`src/rtl/div_pkg.sv`:
```
// Shared definitions for the iterative divider: state encoding, the
// divide-by-zero quotient fill value and the iteration counter width.
package div_pkg;

  typedef enum logic [1:0] {
    DIV_IDLE = 2'd0,
    DIV_CALC = 2'd1,
    DIV_FIX  = 2'd2,
    DIV_DONE = 2'd3
  } div_state_e;

  // Every quotient bit is set when the divisor is zero.
  localparam logic DIV_ZERO_Q_FILL = 1'b1;

  // Counter must be able to hold WIDTH itself, hence one bit above clog2.
  function automatic int cnt_width(input int w);
    return $clog2(w) + 1;
  endfunction

endpackage

```
`src/rtl/div_iter_lzc.sv`:
```
// Combinational leading-zero counter; returns WIDTH for an all-zero input.
module lzc #(
  parameter int WIDTH = 32
) (
  input  logic [WIDTH-1:0]       data_i,
  output logic [$clog2(WIDTH):0] count_o
);

  localparam int CW = $clog2(WIDTH) + 1;

  // Scan LSB to MSB so the highest set bit has the final say.
  always_comb begin
    count_o = CW'(WIDTH);
    for (int i = 0; i < WIDTH; i++) begin
      if (data_i[i]) count_o = CW'(WIDTH - 1 - i);
    end
  end

endmodule

```
`src/rtl/div_iter.sv`:
```
// Iterative restoring divider, one quotient bit per cycle, working on operand
// magnitudes and fixing signs in a final cycle.
//
// state    | meaning
// ---------+------------------------------------------------------------
// DIV_IDLE | waiting for a request, req_ready high
// DIV_CALC | one restoring step per cycle until the counter runs out
// DIV_FIX  | apply result signs and load the output registers
// DIV_DONE | response valid, outputs held until resp_ready
module div_iter
  import div_pkg::*;
#(
  parameter int WIDTH      = 32,
  parameter bit EARLY_TERM = 1'b1
) (
  input  logic             clk,
  input  logic             rst,
  input  logic             req_valid,
  output logic             req_ready,
  input  logic             signed_op,
  input  logic [WIDTH-1:0] dividend_i,
  input  logic [WIDTH-1:0] divisor_i,
  input  logic             cancel,
  output logic             resp_valid,
  input  logic             resp_ready,
  output logic [WIDTH-1:0] quotient_o,
  output logic [WIDTH-1:0] remainder_o,
  output logic             div_by_zero_o
);

  localparam int CW = cnt_width(WIDTH);

  div_state_e       state_q, state_d;
  logic [WIDTH-1:0] rem_q, rem_d;
  logic [WIDTH-1:0] dvd_q, dvd_d;     // dividend shifts out, quotient shifts in
  logic [WIDTH-1:0] bmag_q, bmag_d;
  logic [CW-1:0]    cnt_q, cnt_d;
  logic             sign_a_q, sign_a_d;
  logic             sign_b_q, sign_b_d;
  logic [WIDTH-1:0] quo_q, quo_d;
  logic [WIDTH-1:0] remo_q, remo_d;
  logic             dbz_q, dbz_d;

  logic             accept;
  logic             a_neg, b_neg;
  logic [WIDTH-1:0] amag, bmag;
  logic [CW-1:0]    lz;
  logic [CW-1:0]    cnt_init;
  logic [WIDTH:0]   shifted, trial;
  logic             borrow;

  assign req_ready     = (state_q == DIV_IDLE);
  assign resp_valid    = (state_q == DIV_DONE);
  assign quotient_o    = quo_q;
  assign remainder_o   = remo_q;
  assign div_by_zero_o = dbz_q;

  assign accept = req_valid && req_ready && !cancel;
  assign a_neg  = signed_op && dividend_i[WIDTH-1];
  assign b_neg  = signed_op && divisor_i[WIDTH-1];
  assign amag   = a_neg ? -dividend_i : dividend_i;
  assign bmag   = b_neg ? -divisor_i : divisor_i;

  // Leading zeros of |a| only matter when early termination is enabled;
  // otherwise a zero shift gives the full WIDTH iterations.
  if (EARLY_TERM) begin : g_lzc
    lzc #(.WIDTH(WIDTH)) u_lzc (
      .data_i (amag),
      .count_o(lz)
    );
  end else begin : g_no_lzc
    assign lz = '0;
  end

  assign cnt_init = CW'(WIDTH) - lz;

  // Partial remainder is always below |b|, so a negative trial shows up in
  // the top bit of the WIDTH+1 wide difference.
  assign shifted = {rem_q, dvd_q[WIDTH-1]};
  assign trial   = shifted - {1'b0, bmag_q};
  assign borrow  = trial[WIDTH];

  // Next-state, datapath and output-register update.
  always_comb begin
    state_d  = state_q;
    rem_d    = rem_q;
    dvd_d    = dvd_q;
    bmag_d   = bmag_q;
    cnt_d    = cnt_q;
    sign_a_d = sign_a_q;
    sign_b_d = sign_b_q;
    quo_d    = quo_q;
    remo_d   = remo_q;
    dbz_d    = dbz_q;

    case (state_q)
      DIV_IDLE: begin
        if (accept) begin
          sign_a_d = a_neg;
          sign_b_d = b_neg;
          if (divisor_i == '0) begin
            quo_d   = {WIDTH{DIV_ZERO_Q_FILL}};
            remo_d  = dividend_i;
            dbz_d   = 1'b1;
            state_d = DIV_DONE;
          end else begin
            rem_d   = '0;
            dvd_d   = amag << lz;
            bmag_d  = bmag;
            cnt_d   = cnt_init;
            state_d = (cnt_init == '0) ? DIV_FIX : DIV_CALC;
          end
        end
      end
      DIV_CALC: begin
        rem_d = borrow ? shifted[WIDTH-1:0] : trial[WIDTH-1:0];
        dvd_d = {dvd_q[WIDTH-2:0], ~borrow};
        cnt_d = cnt_q - 1'b1;
        if (cnt_q == CW'(1)) state_d = DIV_FIX;
      end
      DIV_FIX: begin
        quo_d   = (sign_a_q ^ sign_b_q) ? -dvd_q : dvd_q;
        remo_d  = sign_a_q ? -rem_q : rem_q;
        dbz_d   = 1'b0;
        state_d = DIV_DONE;
      end
      DIV_DONE: begin
        if (resp_ready) begin
          quo_d   = '0;
          remo_d  = '0;
          dbz_d   = 1'b0;
          state_d = DIV_IDLE;
        end
      end
      default: state_d = DIV_IDLE;
    endcase

    // A flush wins over any accept or response handshake.
    if (cancel) begin
      quo_d   = '0;
      remo_d  = '0;
      dbz_d   = 1'b0;
      state_d = DIV_IDLE;
    end
  end

  // State and datapath registers with synchronous reset.
  always_ff @(posedge clk) begin
    if (rst) begin
      state_q  <= DIV_IDLE;
      rem_q    <= '0;
      dvd_q    <= '0;
      bmag_q   <= '0;
      cnt_q    <= '0;
      sign_a_q <= 1'b0;
      sign_b_q <= 1'b0;
      quo_q    <= '0;
      remo_q   <= '0;
      dbz_q    <= 1'b0;
    end else begin
      state_q  <= state_d;
      rem_q    <= rem_d;
      dvd_q    <= dvd_d;
      bmag_q   <= bmag_d;
      cnt_q    <= cnt_d;
      sign_a_q <= sign_a_d;
      sign_b_q <= sign_b_d;
      quo_q    <= quo_d;
      remo_q   <= remo_d;
      dbz_q    <= dbz_d;
    end
  end

endmodule

```
`config.mk`:
```
export PLATFORM = sky130hd
export DESIGN_NAME = div_iter
export DESIGN_NICKNAME = d
export VERILOG_FILES = /design/src/rtl/div_pkg.sv /design/src/rtl/div_iter_lzc.sv /design/src/rtl/div_iter.sv
export SDC_FILE = /design/constraint.sdc
export NUM_CORES = 1
export LEC_CHECK = 0
export CAP_MARGIN = 20
export CORE_ASPECT_RATIO = 1.2
export CORE_UTILIZATION = 64
export CTS_CLUSTER_SIZE = 16
export DETAILED_ROUTE_END_ITERATION = 12
export PLACE_DENSITY = 0.94
export SYNTH_ARGS = -nofsm -noshare
export SYNTH_HDL_FRONTEND = slang
export SYNTH_SLANG_ARGS = --single-unit
```
`constraint.sdc`:
```
create_clock -name clk -period 9.6 [get_ports clk]
set_clock_uncertainty 0.1 [all_clocks]
set_input_delay 1.92 -clock clk [delete_from_list [all_inputs] [get_ports clk]]
set_output_delay 1.92 -clock clk [all_outputs]
set_load 0.005 [all_outputs]
```
==> results.toml, run 1 <==
[synth]
async_reset_ff_frac = 0
syn_inst = 1909
avgSynthCellArea_um2 = 7.41
synth-seq-area-share = 0.242
ys.flop_type = "dfxtp_1"
synth_warnings = 0
syn_area_mm2 = 0.0141
ys_types = 80
synth_edf_count = 0
synth_fp_nets = 2024
yosys_register_bits = 171

[floorplanning]
rows = 59
core_mm2 = 0.0217
initial_core_util = 0.652
dieArea_mm2 = 0.0227
fp.dieH_um = 165
chipWidth_um = 138
io_pins = 137

[routing]
wl_um = 47700
ant_nets = 0
route.detailed.drc = 0
vias = 15500
drt_pre_antenna_iters = 8
via_per_inst = 6.95
wl_per_cell_um = 21.4
dr.first_iter.drc_count = 1874

[grt]
grtUsageTotal = 0.420
gr-total-overflow = 0
grt_start_max_net_pins = 74
grt_first_pass_wirelength_um = 74200
grt_pass1_vias = 14100
antenna_found_initial = 0

[layout]
seq_area_mm2 = 0.00342
stdcell_count = 2229
fill_cells = 1634
synthToLayoutAreaGrowth_pct = 13.8
n_antenna_cell = 0
drive_gt1_frac = 0.0496
nNetsFinal = 2057
multi_input_area_mm2 = 0.00992

[clocking]
post_cts_buffers = 0
insertion_delay_ns = 0.45
ctsHoldBuffers = 0
clockRootBuffer = "clkbuf_16"
cts_made_buffers = 17
path_clk_slew_ns = 0.08
tritoncts = "yes"
cts-resized-gates = 0
cts_sinks = 171
max-clock-path-buffers = 2
htree_levels = 4

[run]
maxCapViolations = 0

[sta]
rsz0062_at_grt = "false"
worst_pin_slew_ns = 1.07
slew_headroom = 0.288
fin_crit_sh = 0.803
tns_ns = 0
fmax_mhz = 130
fin_crit_ns = 7.71
report.final.hold_viol_count = 0
slew_violations = 0
setup_viol_count_final = 0

[setup_path]
worstSetupPathType = "in -> reg"
crit_path_top_delay_cell = "a31oi_4"
worstPathArrival_ns = 7.97
end_kind = "register"
cpPeakStageDelay_ns = 0.92
crit_chain = "clkdlybuf4s50_1 > or4_1 > nor3_2 > a41oi_1 > or3_1 > a22oi_1 > a31oi_1 > a31oi_4 > inv_2 > mux2i_1 > nand2_1 > nor3_1 > a21oi_1 > a211oi_1"
path_max_fanout = 29
worstPathRequired_ns = 9.86
startpoint_type = "input port"
r2r_setup_slack_ns = 4.75

[worst_hold_path]
hp-class = "reg -> reg"

[placement]
dpl.hpwl_um = 34400
place_inst = 2195
portBuffers = 136
place_congestion = 1.06

[power_and_ir_drop]
seqPwrFrac = 0.363
leakage_nw = 6.18
clkPwrFrac = 0.327
switching_share = 0.362
power.density_mw_per_mm2 = 133
p_int_mw = 1.37
power.switching_mw = 0.777
irDropWorstVdd_uv = 129
p_comb_frac = 0.310

[status]
outcome = "complete, no violations"
[power by group through the flow]
stage | registers [mW] | clock network [mW] | logic, mW
2_1_floorplan | 0.781 | 0 | 0.457
3_3_place_gp | 0.791 | 0 | 0.616
3_5_place_dp | 0.792 | 0 | 0.630
4_1_cts | 0.776 | 0.696 | 0.639
5_1_grt | 0.782 | 0.725 | 0.713
6_report | 0.779 | 0.703 | 0.666
[layout by cell type, fill, tap and decap left out, types with 36 or more instances in the layout]
| cell type | instances |
|---|---|
| xnor2_1 | 111 |
| a21oi_1 | 132 |
| ha_1 | 43 |
| a221oi_1 | 38 |
| dfxtp_1 | 171 |
| nand3_1 | 36 |
| o21ai_0 | 142 |
| xor2_1 | 39 |
| nor3_1 | 72 |
| clkdlybuf4s50_1 | 135 |
| mux2i_1 | 119 |
| inv_1 | 76 |
| nand2_1 | 150 |
| a211oi_1 | 64 |
| nor2_1 | 209 |
[synthesized netlist by cell type (8+ instances only)]
library cell	n	area, um2
o22ai_1	10	62.6
xor2_1	39	342
mux2_2	8	90.1
nand2b_1	10	62.6
nand3_1	37	185
mux2i_1	119	1190
o211ai_1	10	75.1
nor4_1	25	156
ha_1	44	551
a41oi_1	8	70.1
o31ai_1	17	128
inv_1	76	285
o21a_1	15	113
nand4_1	9	56.3
clkbuf_1	122	458
nand2_1	150	563
a31oi_1	35	219
or4_1	17	128
or3_1	15	93.8
a21o_1	14	105
nor3b_1	8	60.1
dfxtp_1	171	3420
nor2_1	212	796
xnor2_1	111	972
a221oi_1	38	333
nor3_1	72	360
buf_2	11	55.1
o41ai_1	12	105
a211oi_1	64	480
o21ai_0	143	716
a21oi_1	132	661
nor2b_1	15	93.8
and3_1	15	93.8
a311oi_1	8	70.1
[flip-flops by register name, summed over array words and instances, names as in the netlist]
| name | flops |
|---|---|
| sign_a_q | 1 |
| rem_q | 32 |
| state_q | 2 |
| remainder_o | 32 |
| cnt_q | 6 |
| div_by_zero_o | 1 |
| quotient_o | 32 |
| sign_b_q | 1 |
| bmag_q | 32 |
| dvd_q | 32 |
[through the flow]
stage	hold slack, ns	area [um2]	power [mW]	setup WS [ns]	util
global route	0.391	16100	2.22	1.48	0.742
global placement	0.353	15500	1.41	1.86	0.713
floorplan	0.340	14100	1.24	3.47	-
CTS	0.376	16100	2.11	2.23	0.740
finish	0.382	16100	2.15	1.89	0.742
detailed placement	0.367	15500	1.42	1.76	0.713
[worst paths after layout]
kind                  from            end  cells after the start
min          div_by_zero_o  div_by_zero_o                      2
max reg2reg      dvd_q[31]      rem_q[30]                     17
min reg2reg  div_by_zero_o  div_by_zero_o                      2
max          dividend_i[6]       dvd_q[1]                     14
[critical path: cells and delay by family]
family,cells,cell delay (ns)
AO/OA/AOI/OAI,6,2.10
AND/OR/NAND/NOR,5,2.46
buffers and inverters,2,1.03
multiplexers,1,0.43
[per-layer routing]
metal / GRT usage / vias to the layer above / wire length (um)
met5: 0 / - / 0
met4: 0.236 / 0 / 2810
met3: 0.0915 / 227 / 4780
met2: 0.701 / 1007 / 22400
met1: 0.494 / 7187 / 17700
li1: - / 7063 / -
[area by class of cell]
type,count,area share
clock buffer,18,0.0273
clock inverter,14,0.00925
inverter,78,0.0182
multi-input combinational,1517,0.616
sequential,171,0.213
tap,274,0.0213
timing repair buffer,157,0.0950
[cell families after synthesis]
| kind of cell | count (synthesis) | share of synthesized area |
|---|---|---|
| multiplexers | 127 | 0.0905 |
| flip-flops | 171 | 0.242 |
| XOR/XNOR | 150 | 0.0928 |
| adder cells (fa/ha/maj) | 45 | 0.0403 |
| buffers and inverters | 221 | 0.0607 |
| AO/OA/AOI/OAI | 576 | 0.267 |
| AND/OR/NAND/NOR | 619 | 0.207 |
(Power assumes the default switching activity.)
==> inputs of run 2 (changes only) <==
Settings changed: CORE_UTILIZATION 64 to 53, PLACE_DENSITY 0.94 to 0.84.
Clock period 9.6 ns to 6.5 ns, I/O delays scaled along.
==> results.toml, run 2 (same netlist as run 1, synthesis figures left out) <==
[status]
outcome = "complete, no violations"

[layout]
nNetsFinal = 2110
stdcell_count = 2343
fill_cells = 2315
n_antenna_cell = 0
synthToLayoutAreaGrowth_pct = 17.2
multi_input_area_mm2 = 0.00992
most-common-layout-cells = "nor2_1 (209), dfxtp_1 (171), nand2_1 (150)"
drive_gt1_frac = 0.0747
seq_area_mm2 = 0.00342
post-route-util = 0.631
final_common_cell = "nor2_1"
fin_area_mm2 = 0.0166

[setup_path]
cpPeakStageDelay_ns = 0.64
rr_worst_depth = 17
worstPathArrival_ns = 6.46
worstPathRequired_ns = 6.76
r2r_setup_slack_ns = 1.78
r2r_end = "rem_q[30]"
worstSetupPathType = "in -> reg"
path_max_fanout = 9
timing.rr.start = "dvd_q[31]"
crit_chain = "clkdlybuf4s50_1 > or3_1 > nor4_1 > and3_1 > a41oi_1 > a22oi_1 > a31oi_1 > a31oi_4 > buf_4 > mux2i_1 > mux2i_1 > nor4_1 > buf_4 > a21oi_1 > a311oi_1"
end_kind = "register"
crit_path_top_delay_cell = "nor4_1"
startpoint_type = "input port"

[routing]
ant_nets = 0
via_per_inst = 6.46
route.detailed.drc = 0
wl_um = 47500
wl_per_cell_um = 20.3
vias = 15100
dr.first_iter.drc_count = 1429
drt_pre_antenna_iters = 9

[sta]
rsz0062_at_grt = "false"
fin_crit_sh = 0.955
report.final.hold_viol_count = 0
fin_crit_ns = 6.21
setup_ws_ns = 0.294
setup_viol_count_final = 0
fmax_mhz = 161
worst_pin_slew_ns = 0.961
slew_violations = 0
slew_headroom = 0.359
whs_ns = 0.390
tns_ns = 0

[grt]
grtUsageTotal = 0.352
grt_first_pass_wirelength_um = 76100
antenna_found_initial = 0
gr-total-overflow = 0
grt_pass1_vias = 14200
grt_start_max_net_pins = 55

[worst_hold_path]
hold-path-cell-count = 2
min_from = "quotient_o[6]"
whs_endpoint = "quotient_o[6]"
hp-class = "reg -> reg"

[power_and_ir_drop]
irDropWorstVdd_uv = 179
power.density_mw_per_mm2 = 193
power.switching_mw = 1.11
p_int_mw = 2.10
clkPwrFrac = 0.327
total_power_mw = 3.21
switching_share = 0.345
p_comb_frac = 0.314
seqPwrFrac = 0.359
leakage_nw = 6.43

[clocking]
cts-resized-gates = 0
htree_levels = 4
cts_sinks = 171
max-clock-path-buffers = 2
ctsHoldBuffers = 0
insertion_delay_ns = 0.44
post_cts_buffers = 0
clockRootBuffer = "clkbuf_16"
path_clk_slew_ns = 0.07
tritoncts = "yes"
cts_made_buffers = 17

[placement]
dpl.hpwl_um = 36700
portBuffers = 136
place_inst = 2310
place_area_mm2 = 0.0160
pre_cts_slack_ns = 0.0230
place_congestion = 1.07

[floorplanning]
core_mm2 = 0.0263
dieArea_mm2 = 0.0274
fp.dieH_um = 181
initial_core_util = 0.539
io_pins = 137
rows = 65
chipWidth_um = 151

[run]
maxCapViolations = 0
run 2: critical path: cells and delay by family:
| kind | cells | cell delay (ns) |
|---|---|---|
| AOI/OAI and AO/OA | 6 | 1.43 |
| and+or+nand+nor | 4 | 2.02 |
| muxes | 2 | 0.62 |
| buffers and inverters | 3 | 1.08 |
run 2: final cells by class:
cell class / count / area share
repair buffers: 210 / 0.116
well taps: 335 / 0.0253
clock buffers: 20 / 0.0281
inverters: 78 / 0.0177
flip-flops and latches: 171 / 0.206
clock inverters: 12 / 0.00823
multi-input cells: 1517 / 0.598
run 2: power by group through the flow:
| stage | registers (mW) | logic [mW] | clock network, mW |
|---|---|---|---|
| after global routing | 1.16 | 1.09 | 1.09 |
| after CTS | 1.15 | 0.985 | 1.05 |
| after floorplan | 1.15 | 0.675 | 0 |
| after global placement | 1.17 | 0.968 | 0 |
| after detailed placement | 1.17 | 0.979 | 0 |
| final | 1.15 | 1.01 | 1.05 |
run 2: how the worst max path moves through the flow:
stage	from	to	slack [ns]	cells after the start
3_3_place_gp	dividend_i[8]	dvd_q[11]	-0.01	15
2_1_floorplan	dividend_i[0]	dvd_q[25]	0.99	16
6_report	dividend_i[9]	dvd_q[11]	0.29	15
3_5_place_dp	dividend_i[8]	dvd_q[11]	0.02	15
4_1_cts	dividend_i[9]	dvd_q[11]	0.45	15
5_1_grt	dividend_i[9]	dvd_q[11]	0.09	15
run 2: layer usage:
| layer | global-route usage | vias to the layer above | wire length, um |
|---|---|---|---|
| met1 | 0.445 | 7157 | 19300 |
| li1 | - | 7176 | - |
| met5 | 0 | - | 0 |
| met4 | 0.147 | 0 | 1920 |
| met2 | 0.593 | 679 | 22900 |
| met3 | 0.0465 | 129 | 3420 |
